### src/rtl/game_state_ctrl_pkg.sv
// Shared types for the game sequencer: FSM state encoding and tick-period width.
package game_state_ctrl_pkg;

    typedef enum logic [2:0] {
        GS_IDLE  = 3'd0,
        GS_CLEAR = 3'd1,
        GS_PLAY  = 3'd2,
        GS_PAUSE = 3'd3,
        GS_OVER  = 3'd4,
        GS_WON   = 3'd5
    } gs_state_t;

    // frames_per_tick is a 4-bit quantity (BASE_FRAMES must fit in it)
    localparam int FPT_W = 4;

    // States in which game_logic is held in reset
    function automatic logic holds_game_reset(gs_state_t s);
        return (s == GS_IDLE) || (s == GS_CLEAR);
    endfunction

    // Terminal states that wait for a restart
    function automatic logic is_end_state(gs_state_t s);
        return (s == GS_OVER) || (s == GS_WON);
    endfunction

endpackage

### src/rtl/game_state_ctrl_btn_edge_sync.sv
// Button synchroniser: two flops into clk, then a one-cycle rising-edge pulse.
// All flops reset to 1 so a button held through reset does not look like a press.
module btn_edge_sync (
    input  logic clk,
    input  logic reset,
    input  logic btn,
    output logic rise
);

    logic sync_q1;
    logic sync_q2;
    logic prev_q;

    // Metastability chain plus one delayed copy for edge detection
    always_ff @(posedge clk or negedge reset) begin
        if (!reset) begin
            sync_q1 <= 1'b1;
            sync_q2 <= 1'b1;
            prev_q  <= 1'b1;
        end else begin
            sync_q1 <= btn;
            sync_q2 <= sync_q1;
            prev_q  <= sync_q2;
        end
    end

    assign rise = sync_q2 & ~prev_q;

endmodule

### src/rtl/game_state_ctrl.sv
// Game sequencer: runs the idle/clear/play/pause/over/won FSM, drives
// game_logic's reset, and issues the frame-aligned update tick whose period
// shrinks as the score (tail_count) grows.
// Optional feature: GAME_CTRL_AUTORESTART_EN -- OVER/WON fall back to CLEAR
// after 180 frame_start pulses.
//
//  state | meaning
//  ------+---------------------------------------------------------------
//  IDLE  | power-up; game_logic held in reset, waiting for start
//  CLEAR | game_logic held in reset for RST_CYCLES clk, counters reloaded
//  PLAY  | game running; ticks issued, joystick accepted
//  PAUSE | frozen; pause resumes, start restarts
//  OVER  | snake died; waits for start
//  WON   | board filled; waits for start
module game_state_ctrl
    import game_state_ctrl_pkg::*;
#(
    parameter int TAIL_W       = 8,
    parameter int BASE_FRAMES  = 12,
    parameter int MIN_FRAMES   = 3,
    parameter int SPEEDUP_STEP = 4,
    parameter int RST_CYCLES   = 4
) (
    input  logic              clk,
    input  logic              reset,
    input  logic              frame_start,
    input  logic              start_btn,
    input  logic              pause_btn,
    input  logic              game_over,
    input  logic              game_won,
    input  logic [TAIL_W-1:0] tail_count,
    output logic              upd_tick,
    output logic              game_rst_n,
    output logic              dir_en,
    output logic [2:0]        state,
    output logic [FPT_W-1:0]  frames_per_tick
);

    localparam int SPEED_SHIFT = $clog2(SPEEDUP_STEP);
    localparam int RST_W       = (RST_CYCLES > 2) ? $clog2(RST_CYCLES) : 1;
    localparam logic [RST_W-1:0] RST_LOAD = RST_W'(RST_CYCLES - 1);

    gs_state_t         state_q;
    gs_state_t         state_d;
    logic              start_rise;
    logic              pause_rise;
    logic [RST_W-1:0]  rst_cnt;
    logic [FPT_W-1:0]  frame_cnt;
    logic [FPT_W-1:0]  fpt_next;
    logic [TAIL_W:0]   speed_sub;
    logic              frame_hit;
    logic              timeout_hit;

    btn_edge_sync u_start_sync (
        .clk   (clk),
        .reset (reset),
        .btn   (start_btn),
        .rise  (start_rise)
    );

    btn_edge_sync u_pause_sync (
        .clk   (clk),
        .reset (reset),
        .btn   (pause_btn),
        .rise  (pause_rise)
    );

    // One extra bit on the subtraction so a large score shows up as a borrow
    assign speed_sub = (TAIL_W+1)'(BASE_FRAMES) - {1'b0, (tail_count >> SPEED_SHIFT)};

    // Next tick period, floored at MIN_FRAMES
    always_comb begin
        fpt_next = speed_sub[FPT_W-1:0];
        if (speed_sub[TAIL_W] || (speed_sub < (TAIL_W+1)'(MIN_FRAMES))) begin
            fpt_next = FPT_W'(MIN_FRAMES);
        end
    end

    assign frame_hit = (state_q == GS_PLAY) && frame_start &&
                       (frame_cnt == (frames_per_tick - FPT_W'(1)));

`ifdef GAME_CTRL_AUTORESTART_EN
    localparam int AUTORESTART_FRAMES = 180;

    logic [7:0] timeout_cnt;

    // Reload outside OVER/WON; count frame_start pulses down while waiting
    always_ff @(posedge clk or negedge reset) begin
        if (!reset) begin
            timeout_cnt <= 8'(AUTORESTART_FRAMES - 1);
        end else if (!is_end_state(state_q)) begin
            timeout_cnt <= 8'(AUTORESTART_FRAMES - 1);
        end else if (frame_start && (timeout_cnt != '0)) begin
            timeout_cnt <= timeout_cnt - 8'd1;
        end
    end

    assign timeout_hit = is_end_state(state_q) && frame_start && (timeout_cnt == '0);
`else
    assign timeout_hit = 1'b0;
`endif

    // FSM state register
    always_ff @(posedge clk or negedge reset) begin
        if (!reset) begin
            state_q <= GS_IDLE;
        end else begin
            state_q <= state_d;
        end
    end

    // FSM next-state; won outranks over, over outranks pause, start outranks pause
    always_comb begin
        state_d = state_q;
        unique case (state_q)
            GS_IDLE: begin
                if (start_rise) state_d = GS_CLEAR;
            end
            GS_CLEAR: begin
                if (rst_cnt == '0) state_d = GS_PLAY;
            end
            GS_PLAY: begin
                if (game_won)        state_d = GS_WON;
                else if (game_over)  state_d = GS_OVER;
                else if (pause_rise) state_d = GS_PAUSE;
            end
            GS_PAUSE: begin
                if (start_rise)      state_d = GS_CLEAR;
                else if (pause_rise) state_d = GS_PLAY;
            end
            GS_OVER, GS_WON: begin
                if (start_rise || timeout_hit) state_d = GS_CLEAR;
            end
            default: state_d = GS_IDLE;
        endcase
    end

    // CLEAR dwell timer: preloaded outside CLEAR, counts down to terminal zero inside
    always_ff @(posedge clk or negedge reset) begin
        if (!reset) begin
            rst_cnt <= RST_LOAD;
        end else if (state_q != GS_CLEAR) begin
            rst_cnt <= RST_LOAD;
        end else if (rst_cnt != '0) begin
            rst_cnt <= rst_cnt - RST_W'(1);
        end
    end

    // Frame counter and tick period; period only changes at a tick boundary or in CLEAR
    always_ff @(posedge clk or negedge reset) begin
        if (!reset) begin
            frame_cnt       <= '0;
            frames_per_tick <= FPT_W'(BASE_FRAMES);
        end else if (state_q == GS_CLEAR) begin
            frame_cnt       <= '0;
            frames_per_tick <= fpt_next;
        end else if (frame_hit) begin
            frame_cnt       <= '0;
            frames_per_tick <= fpt_next;
        end else if ((state_q == GS_PLAY) && frame_start) begin
            frame_cnt       <= frame_cnt + FPT_W'(1);
        end
    end

    // Registered outputs, decoded from the next state so they align with state_q
    always_ff @(posedge clk or negedge reset) begin
        if (!reset) begin
            upd_tick   <= 1'b0;
            game_rst_n <= 1'b0;
            dir_en     <= 1'b0;
        end else begin
            upd_tick   <= frame_hit;
            game_rst_n <= !holds_game_reset(state_d);
            dir_en     <= (state_d == GS_PLAY);
        end
    end

    assign state = state_q;

endmodule

### config.mk
export PLATFORM = sky130hd
export DESIGN_NAME = game_state_ctrl
export DESIGN_NICKNAME = d
export VERILOG_FILES = /design/src/rtl/game_state_ctrl_pkg.sv /design/src/rtl/game_state_ctrl_btn_edge_sync.sv /design/src/rtl/game_state_ctrl.sv
export SDC_FILE = /design/constraint.sdc
export NUM_CORES = 1
export LEC_CHECK = 0
export BUFFER_PORTS_ARGS = -buffer_cell sky130_fd_sc_hd__buf_4
export CORE_MARGIN = 4
export CORE_UTILIZATION = 40
export DETAILED_ROUTE_END_ITERATION = 8
export PLACE_DENSITY = 0.62
export REMOVE_ABC_BUFFERS = 1
export SYNTH_ARGS = -nofsm -noshare
export SYNTH_HDL_FRONTEND = slang
export SYNTH_SLANG_ARGS = --single-unit
### constraint.sdc
create_clock -name clk -period 5.2 [get_ports clk]
set_input_delay 1.04 -clock clk [delete_from_list [all_inputs] [get_ports clk]]
set_output_delay 1.04 -clock clk [all_outputs]
set_load 0.01 [all_outputs]
# == After elaboration in Yosys (flattened, before gate mapping) ==
# Index checks and enable logic that the tools add are counted.
# totals
out_inout_bits,10
regBits,22
wordCells,60
# classes
bitwise_logic,4
addsub,4
magnitude_cmp,1
n_mux,16
n_reduce_logical,13
eq_ne,9
# op_table
cell,n
4-bit two-way mux,6
3-bit two-way mux,7
3-bit one-hot mux with 4 select lines,1
3-bit by 2-bit equality test with 1-bit output (second input constant),3
9-bit by 2-bit less-than comparator with 1-bit output (second input constant),1
4-bit by 6-bit subtractor with 7-bit output (first input constant),1
3-bit by 1-bit equality test with 1-bit output (second input constant),2
3-bit equality test (second input constant),2
3-bit logical NOT,2
2-bit nonzero test,3
4-bit by 1-bit adder with 4-bit output (second input constant),1
4-bit equality test,1
2-bit two-way mux,2
4-bit by 1-bit subtractor with 4-bit output (second input constant),1
3-bit by 1-bit != test with 1-bit output (second input constant),1
3-bit nonzero test,1
3-bit OR reduction,1
1-bit AND,2
1-bit logical AND,2
2-bit logical NOT,1
1-bit logical OR,2
1-bit NOT,2
2-bit by 1-bit subtractor with 2-bit output (second input constant),1
1-bit logical NOT,1

# == Logic depth before layout (Yosys ltp) ==
# Gate-level depths: netlist of the first run.
# depth
ltp_word,9
depth_mapped,7
mapped_depth_nobuf,6

# == Hierarchy ==
# A second synthesis of the first run with hierarchy kept.
# unflattened
hier_cells,112
area_unflattened_um2,1202.4
# by_module_without_submodules
module,cells_each,seq_area_each_um2,instances,area_each_um2
game_state_ctrl,104,405.4,1,1017.2
btn_edge_sync,4,78.8,2,92.6

# == Worst setup path before layout of the first run ==
# Ideal clock, no wire load.
# synth_path
path_kind,input port to flip-flop
from,in tail_count[2]
to,reg frames_per_tick[0]
slack_ns,3.062
t_required_ns,5.070
stages,6
arrival_time_ns,2.008
cell_sequence,inv_1 > ha_1 > and3b_1 > o311a_1 > o2bb2ai_1 > a31oi_1
# synth_between
elab_chain_cells,6
# synth_lines
item,line_no,source
"start, declared",game_state_ctrl.sv:31,"input logic [TAIL_W-1:0] tail_count,"
4-bit by 6-bit subtractor with 7-bit output *,game_state_ctrl.sv:69,"assign speed_sub = (TAIL_W+1)'(BASE_FRAMES) - {1'b0, (tail_count >> SPEED_SHIFT)};"
9-bit by 2-bit less-than comparator with 1-bit output,game_state_ctrl.sv:74,if (speed_sub[TAIL_W] || (speed_sub < (TAIL_W+1)'(MIN_FRAMES))) begin
1-bit logical OR,game_state_ctrl.sv:74,
4-bit two-way mux *,game_state_ctrl.sv:74,
4-bit two-way mux,game_state_ctrl.sv:157,end else if (frame_hit) begin
4-bit two-way mux *,game_state_ctrl.sv:154,end else if (state_q == GS_CLEAR) begin
"end signal, assigned",game_state_ctrl.sv:153,frames_per_tick <= FPT_W'(BASE_FRAMES);
"end signal, assigned",game_state_ctrl.sv:156,frames_per_tick <= fpt_next;
"end signal, assigned",game_state_ctrl.sv:159,frames_per_tick <= fpt_next;
"end, declared",game_state_ctrl.sv:36,output logic [FPT_W-1:0] frames_per_tick
# Every way passes the cells marked *; elsewhere a longest branch is shown, timed or not. The select of a mux whose other input is x is not followed.
# A chain may end at the register's enable or synchronous reset.

# == Worst setup path after layout of the first run ==
# layout_path
from,in tail_count[2]
to,reg frames_per_tick[1]
# Same word-level chain as after synthesis.

==> flow_summary.toml, run 1 <==
[power]
pwr-share-comb_pct = 41.7
p_seq_share_pct = 43.2
p_int_mw = 0.3849
p_sw_share_pct = 35.93
peakVddDrop_mv = 0.1813
power-per-cell-area_nw_per_um2 = 424.2
clockPowerShare_pct = 15.2
p_switching_mw = 0.2158
power.leakage_nw = 0.6804

[logic_synthesis]
synth_seq_cells = 22
synthArstFlopShare_pct = 100.0
synth_cell_types = 40
synth_area_leader_cell = "dfrtp_1"
syn-cell-area_um2 = 1192
syn_area_per_cell_um2 = 10.65
netlist.area_leader.share_pct = 25.18
yosys_most_used_dff = "dfrtp_1"
netlist_instances = 112
synth_edf_count = 0
ys_seq_area_share_pct = 47.22
synth_warnings = 0
synth_area_leaders = "dfrtp_1 25%, dfstp_2 22%, xor2_1 5.1%, xnor2_1 4.4%, ha_1 4.2%"

[routing]
drt_iter0_markers = 20
wl_per_cell_um = 13.05
via_count = 877
drc_errors = 0
drtAntennaViolNets = 0
wl_um = 2180
dr.pass1.iters = 3
drt-vias-per-instance = 5.251

[sta]
skew_ns = 0.001175
layout_setup_ws_ns = 3.117
relSlewSlack_pct = 68.97
hold_violations = 0
finalCritPeriodShare_pct = 40.06
final.min_clock_period_ns = 2.083
max_freq_mhz = 480.0
whs_ns = 0.3633
tns_ns = 0
tightest_slew_ns = 0.4606
setup_viol = 0
rsz0062_at_grt = "no"
maxSlewViolCount = 0

[floorplanning]
rows = 19
die_h_um = 62.60
io_pins = 25
die_width_um = 62.60
fp.coreArea_um2 = 2805
start_util_pct = 42.51
die-area_um2 = 3919

[setup_path]
crit_arrival_ns = 2.26
crit_path_max_fanout = 7
reg2reg_depth = 6
crit_required_ns = 5.38
worstSetupStartpointType = "input pin"
critPathKind = "input pin to register"
endpoint_kind = "register"

[clock_tree]
ctsHoldBuffers = 0
postCtsSetupBuffers = 0
cts_sinks = 22
tritoncts = "yes"
insertion_delay_ns = 0.30
cts_made_buffers = 3
root_buffer = "clkbuf_4"
cts_resized = 0
h-tree-depth = 1
clockBufferDepth = 2
clk_pin_slew_ns = 0.11

[grt]
met1_usage_pct = 15.51
grt_max_degree = 23
grt_remaining_overflow = 0
grt_pass1_wl_um = 3967
antenna_found_initial = 0
met2_usage_pct = 20.11
grt_pass1_vias = 913
grt_use_met3_pct = 4.137
top_usage_layer = "met2"
grt_usage_pct = 12.20

[place]
place.gp.congestion = 0.7582
post-place-ws_ns = 2.795
hpwlAfterDp_um = 1713
io_buffer_count = 22

[flow_run]
drv_cap = 0

[layout]
final_nets = 156
final_cell_mix = "22 x buf_4, 13 x nor2_1, 12 x dfrtp_1, 10 x dfstp_2, 8 x inv_1"
drive_above_1_share_pct = 33.09
syn_to_final_growth_pct = 18.78
final_common_cell = "buf_4"
antennaDiodeCount = 0

[hold_path]
worstHoldPathType = "register to register"
whs_path_depth = 0

[status]
outcome = "finished clean"
## critical path, stage by stage
cell       delay [ns]
buf_4            0.13
inv_1            0.05
ha_1             0.22
and3b_1          0.20
o311a_1          0.34
o2bb2ai_1        0.17
a31oi_1          0.10
## cell usage after synthesis, drive strengths merged (2+ instances only)
cell type / count
a21oi: 3
a311oi: 2
a31o: 2
a31oi: 2
and3: 2
buf: 2
dfrtp: 12
dfstp: 10
ha: 4
inv: 8
mux2: 4
nand2: 7
nand2b: 2
nor2: 13
nor2b: 2
nor3: 3
nor3b: 2
o21ai: 3
xnor2: 6
xor2: 7
## power groups by stage
stage,clock network [mW],logic (mW),registers (mW)
6_report,0.0911,0.250,0.259
5_1_grt,0.106,0.277,0.267
4_1_cts,0.0953,0.254,0.260
3_5_place_dp,0,0.252,0.263
3_3_place_gp,0,0.245,0.262
2_1_floorplan,0,0.160,0.265
## area by class of cell
| class | instances | area (um^2) |
|---|---|---|
| sequential | 22 | 563.0 |
| timing repair buffer | 22 | 165.2 |
| tap | 31 | 38.79 |
| fill | 267 | 1389 |
| multi-input combinational | 80 | 583.1 |
| inverter | 8 | 30.03 |
| clock buffer | 4 | 36.28 |
## kinds of logic (layout without fill, tap and decap cells)
| group | count (synthesis) | in the layout | share of synthesized area (%) |
|---|---|---|---|
| AO/OA/AOI/OAI | 20 | 20 | 12.17 |
| XOR/XNOR | 13 | 13 | 9.549 |
| adder cells (fa/ha/maj) | 4 | 4 | 4.197 |
| buffers and inverters | 10 | 34 | 3.882 |
| flip-flops | 22 | 22 | 47.22 |
| multiplexers | 5 | 5 | 5.247 |
| AND/OR/NAND/NOR | 38 | 38 | 17.73 |
## state kept, by name, indices dropped and copies added (netlist names), 2 cells and up
| name | cells |
|---|---|
| state | 3 |
| frame_cnt | 4 |
| rst_cnt | 2 |
| frames_per_tick | 4 |
## final timing paths
path	end	from	slack, ns
max reg2reg	frames_per_tick[3]$_DFFE_PN1P_	frames_per_tick[0]$_DFFE_PN0P_	3.28
min	u_start_sync.sync_q2$_DFF_PN1_	u_start_sync.sync_q1$_DFF_PN1_	0.36
min in group asynchronous	game_rst_n$_DFF_PN0_	reset	0.60
max in group asynchronous	u_pause_sync.sync_q1$_DFF_PN1_	reset	4.33
min reg2reg	u_start_sync.sync_q2$_DFF_PN1_	u_start_sync.sync_q1$_DFF_PN1_	0.36
max	frames_per_tick[1]$_DFFE_PN0P_	tail_count[2]	3.12
## per-stage QoR
step           area [um^2]  power (mW)  cells  utilization [%]
2_1_floorplan         1176      0.4246    110                -
3_3_place_gp          1380      0.5064    163            49.20
3_5_place_dp          1380      0.5155    163            49.20
4_1_cts               1416      0.6098    167            50.49
5_1_grt               1416      0.6503    167            50.49
6_report              1416      0.6008    167            50.49
## routing by layer
metal / vias to the layer above / share of wire, %
li1: 444 / -
met1: 415 / 47
met2: 16 / 47
met3: 2 / 4.4
met4: 0 / 0.64
met5: - / 0
(Power assumes the default switching activity.)
==> run 2, diff against run 1 <==
- clock period: 5.2 -> 2 ns (I/O delays scaled with it)
==> run 2 against run 1 <==
Register-to-register slack worse by 3.1 ns. Clock skew is 0.00065 ns higher. Core utilization rose by 0.89 points. Critical endpoint is now frames_per_tick[0]$_DFFE_PN0P_. Combinational power rose to 2.8 times the previous value. Cell area up 1.8%.
==> flow_summary.toml, run 2 (synthesis results as in run 1) <==
[layout]
final_cell_mix = "24 x buf_4, 13 x nor2_1, 12 x dfrtp_1, 10 x dfstp_2, 8 x inv_1"
antennaDiodeCount = 0
syn_to_final_growth_pct = 20.88
stdcell_count = 170
final_common_cell = "buf_4"
drive_above_1_share_pct = 33.81
final_nets = 159

[sta]
skew_ns = 0.001821
tns_ns = 0
finalCritPeriodShare_pct = 89.28
max_freq_mhz = 560.0
setup_viol = 0
hold_violations = 0
maxSlewViolCount = 0
final.min_clock_period_ns = 1.786
tightest_slew_ns = 0.4153
rsz0062_at_grt = "no"
whs_ns = 0.2018
relSlewSlack_pct = 72.02

[place]
hpwlAfterDp_um = 1780
place.gp.congestion = 0.7807
dp_cells = 165
io_buffer_count = 22

[grt]
grt_pass1_vias = 914
met1_usage_pct = 16.74
antenna_found_initial = 0
grt_usage_pct = 12.80
grt_max_degree = 23
met2_usage_pct = 21.17
grt_remaining_overflow = 0
top_usage_layer = "met2"
grt_use_met3_pct = 3.597
grt_pass1_wl_um = 4105

[setup_path]
crit_arrival_ns = 2.01
crit_path_max_fanout = 6
critPathLaunch = "frames_per_tick[0]$_DFFE_PN0P_"
r2r_start = "frames_per_tick[0]$_DFFE_PN0P_"
crit_required_ns = 2.22
critPathKind = "register to register"
endpoint_kind = "register"
worstSetupStartpointType = "register"

[floorplanning]
io_pins = 25
start_util_pct = 42.51
die_width_um = 62.60
rows = 19
die-area_um2 = 3919
die_h_um = 62.60
fp.coreArea_um2 = 2805

[clock_tree]
insertion_delay_ns = 0.29
cts_sinks = 22
tritoncts = "yes"
cts_resized = 0
clockBufferDepth = 2
h-tree-depth = 1
cts_made_buffers = 3
root_buffer = "clkbuf_4"
clk_pin_slew_ns = 0.11
postCtsSetupBuffers = 0

[hold_path]
hp-start = "pause_btn"
worstHoldPathType = "input pin to register"

[flow_run]
drv_cap = 0

[routing]
drt-vias-per-instance = 5.318
via_count = 904
dr.pass1.iters = 4
drt_iter0_markers = 17
drtAntennaViolNets = 0
wl_um = 2247
drc_errors = 0
wl_per_cell_um = 13.22

[power]
power-per-cell-area_nw_per_um2 = 1109
peakVddDrop_mv = 0.4369
power.leakage_nw = 0.6946

[status]
outcome = "finished clean"
## run 2: cell count changes in the layout (fill, tap and decap cells not counted)
| cell | delta |
|---|---|
| buf_4 | +2 |
| dlygate4sd3_1 | +1 |
## run 2: final cells by class
type / instances / area [um^2]
well taps: 31 / 38.79
inverters: 8 / 30.03
repair buffers: 25 / 190.2
multi-input cells: 80 / 583.1
flip-flops and latches: 22 / 563.0
fillers: 266 / 1364
clock buffers: 4 / 36.28
## run 2: metrics by stage
stage | setup WS [ns] | util, % | power (mW) | cell area (um^2)
2_1_floorplan | 0.1926 | - | 1.104 | 1176
3_3_place_gp | 0.2224 | 49.73 | 1.358 | 1395
3_5_place_dp | 0.1948 | 49.73 | 1.384 | 1395
4_1_cts | 0.1795 | 51.38 | 1.628 | 1441
5_1_grt | 0.05285 | 51.38 | 1.737 | 1441
6_report | 0.2144 | 51.38 | 1.599 | 1441
## run 2: layer usage
layer / up-vias / share of wire [%]
met4: 0 / 0.62
met1: 430 / 46
met5: - / 0
li1: 449 / -
met3: 2 / 4.6
met2: 23 / 48
## run 2: power by group
part,switching (mW),internal [mW]
clock,0.121,0.111
sequential,0.0937,0.564
combinational,0.350,0.360
total,0.564,1.03
## run 2: final timing paths
| kind | endpoint | slack [ns] | cells past startpoint |
|---|---|---|---|
| setup / recovery | frames_per_tick[0]$_DFFE_PN0P_ | 0.21 | 7 |
| hold / removal | u_pause_sync.sync_q1$_DFF_PN1_ | 0.20 | 1 |
| setup reg to reg | frames_per_tick[0]$_DFFE_PN0P_ | 0.21 | 7 |
| hold reg to reg | u_start_sync.sync_q2$_DFF_PN1_ | 0.36 | 0 |
| max in group asynchronous | frames_per_tick[3]$_DFFE_PN1P_ | 1.21 | 2 |
| min in group asynchronous | state[1]$_DFF_PN0_ | 0.52 | 2 |
## run 2: worst max-delay path: stages, from the launching register on
cell and delay (ns):
dfrtp_1 0.44, inv_1 0.06, ha_1 0.30, xor2_1 0.16, and3_4 0.18, a31o_1 0.25, buf_4 0.17, a31oi_1 0.14
## run 2: timing repair
action	CTS	global route
setup endpoints to repair	0	0
hold buffers	1	0
hold endpoints to repair	12	0
==> run 3, diff against run 2 <==
- clock period: 2 -> 1.9 ns (I/O delays scaled with it)
==> run 3 against run 2 <==
Global-route usage down 0.62 points. Worst setup slack worse by 0.045 ns. Routed wire length down 1.4%. Worst hold slack worse by 0.030 ns. Clock skew up 0.0045 ns. Combinational power up 20%. Core utilization up 1.1 points. Maximum frequency up 3.2%. Total power up 9.5%. Die area unchanged.
==> flow_summary.toml, run 3 (synthesis results as in run 1) <==
[power]
p_seq_share_pct = 37.4
power-per-cell-area_nw_per_um2 = 1190
p_switching_mw = 0.6059
pwr-share-comb_pct = 48.5
power.leakage_nw = 0.7137
clockPowerShare_pct = 14.1
peakVddDrop_mv = 0.5167
p_int_mw = 1.145
p_sw_share_pct = 34.60

[sta]
final.min_clock_period_ns = 1.730
tightest_slew_ns = 0.4215
rsz0062_at_grt = "no"
max_freq_mhz = 577.9
setup_viol = 0
layout_setup_ws_ns = 0.1695
skew_ns = 0.006282
hold_violations = 0
maxSlewViolCount = 0
tns_ns = 0
finalCritPeriodShare_pct = 91.08
relSlewSlack_pct = 71.61

[routing]
via_count = 903
drc_errors = 0
drtAntennaViolNets = 0
dr.pass1.iters = 4
wl_um = 2216
wl_per_cell_um = 12.74
drt-vias-per-instance = 5.190
drt_iter0_markers = 20

[grt]
grt_usage_pct = 12.18
grt_max_degree = 23
antenna_found_initial = 0
grt_pass1_wl_um = 3898
grt_remaining_overflow = 0
grt_pass1_vias = 903

[layout]
drive_above_1_share_pct = 35.66
antennaDiodeCount = 0
fill_cells = 257
design_area_um2 = 1471
syn_to_final_growth_pct = 23.40
final_nets = 163
stdcell_count = 174
final_cell_mix = "28 x buf_4, 13 x nor2_1, 12 x dfrtp_1, 10 x dfstp_2, 8 x inv_1"
final_common_cell = "buf_4"
final_core_utilization_pct = 52.45

[setup_path]
r2r_start = "frames_per_tick[1]$_DFFE_PN0P_"
crit_arrival_ns = 1.97
crit_path_max_fanout = 4
reg2reg_depth = 6
worstSetupStartpointType = "register"
crit_required_ns = 2.14
cp.depth = 6
endpoint_kind = "register"
max_stage_delay_ns = 0.42
reg2reg_slack_ns = 0.17
critPathKind = "register to register"
worstPathCellList = "inv_1, ha_1, xor2_1, and3_4, a31o_1, mux2_4"
crit_path_end = "frames_per_tick[3]$_DFFE_PN1P_"
r2r-end = "frames_per_tick[3]$_DFFE_PN1P_"
critPathLaunch = "frames_per_tick[1]$_DFFE_PN0P_"
crit_buf_inv = 1
critical-path-top-delay-family = "flip-flops"
crit_slowest_cell = "dfrtp_1"

[clock_tree]
root_buffer = "clkbuf_4"
postCtsSetupBuffers = 0
h-tree-depth = 1
tritoncts = "yes"
clk_pin_slew_ns = 0.11
cts_made_buffers = 3
insertion_delay_ns = 0.30
clockBufferDepth = 2
cts_sinks = 22

[floorplanning]
die_h_um = 62.60
die-area_um2 = 3919
fp.coreArea_um2 = 2805
io_pins = 25
start_util_pct = 42.51
rows = 19
die_width_um = 62.60

[place]
hpwlAfterDp_um = 1741
io_buffer_count = 22
place.gp.congestion = 0.7383
post-place-ws_ns = 0.1000
placed_cell_area_um2 = 1425
dp_cells = 169

[hold_path]
worstHoldPathType = "input pin to register"

[status]
outcome = "finished clean"

[flow_run]
drv_cap = 0
==> run 3: metrics by stage <==
| step | hold slack (ns) | power (mW) |
|---|---|---|
| 2_1_floorplan | 0.08441 | 1.162 |
| 3_3_place_gp | 0.2757 | 1.493 |
| 5_1_grt | 0.1546 | 1.886 |
| 4_1_cts | 0.1591 | 1.775 |
| 6_report | 0.1721 | 1.751 |
| 3_5_place_dp | 0.2801 | 1.518 |
==> run 3: worst min-delay path by stage <==
stage | end | depth (start not counted) | start | slack [ns]
after floorplan | dir_en$_DFF_PN0_ | 0 | reset | 0.08
after global placement | state[2]$_DFF_PN0_ | 1 | reset | 0.28
after detailed placement | game_rst_n$_DFF_PN0_ | 1 | reset | 0.28
after CTS | u_start_sync.sync_q1$_DFF_PN1_ | 1 | start_btn | 0.16
after global routing | u_pause_sync.sync_q1$_DFF_PN1_ | 1 | pause_btn | 0.15
final | u_pause_sync.sync_q1$_DFF_PN1_ | 1 | pause_btn | 0.17
==> run 3: power groups by stage <==
stage	Sequential (mW)	Clock, mW	Combinational (mW)
3_3_place_gp	0.660	0	0.833
3_5_place_dp	0.665	0	0.853
5_1_grt	0.669	0.273	0.945
2_1_floorplan	0.724	0	0.438
4_1_cts	0.657	0.261	0.857
6_report	0.655	0.247	0.849
==> run 3: area by class of cell <==
cell class	count	area, um^2	area share [%]
multi-input combinational	80	583.1	39.63
sequential	22	563.0	38.27
timing repair buffer	29	220.2	14.97
tap	31	38.79	2.636
clock buffer	4	36.28	2.466
inverter	8	30.03	2.041
==> run 3: worst register-to-register path: cells and delay by family, from the launching register on <==
kind / cells / cell delay (ns)
flops: 1 / 0.42
mux: 1 / 0.32
fa+ha+maj: 1 / 0.28
compound gates: 1 / 0.24
simple gates: 1 / 0.21
xor+xnor: 1 / 0.15
buf+inv: 1 / 0.06
==> run 3: timing repair <==
item,CTS,global route
gates resized for setup,0,0
endpoints found under the hold margin,12,0
hold buffers,1,0
==> run 3: layer usage <==
layer	vias up	wire [um]	track usage, %
met1	425	1058	16.03
met3	2	110	4.496
li1	456	-	-
met5	-	0	0
met4	0	12	1.928
met2	20	1034	19.44
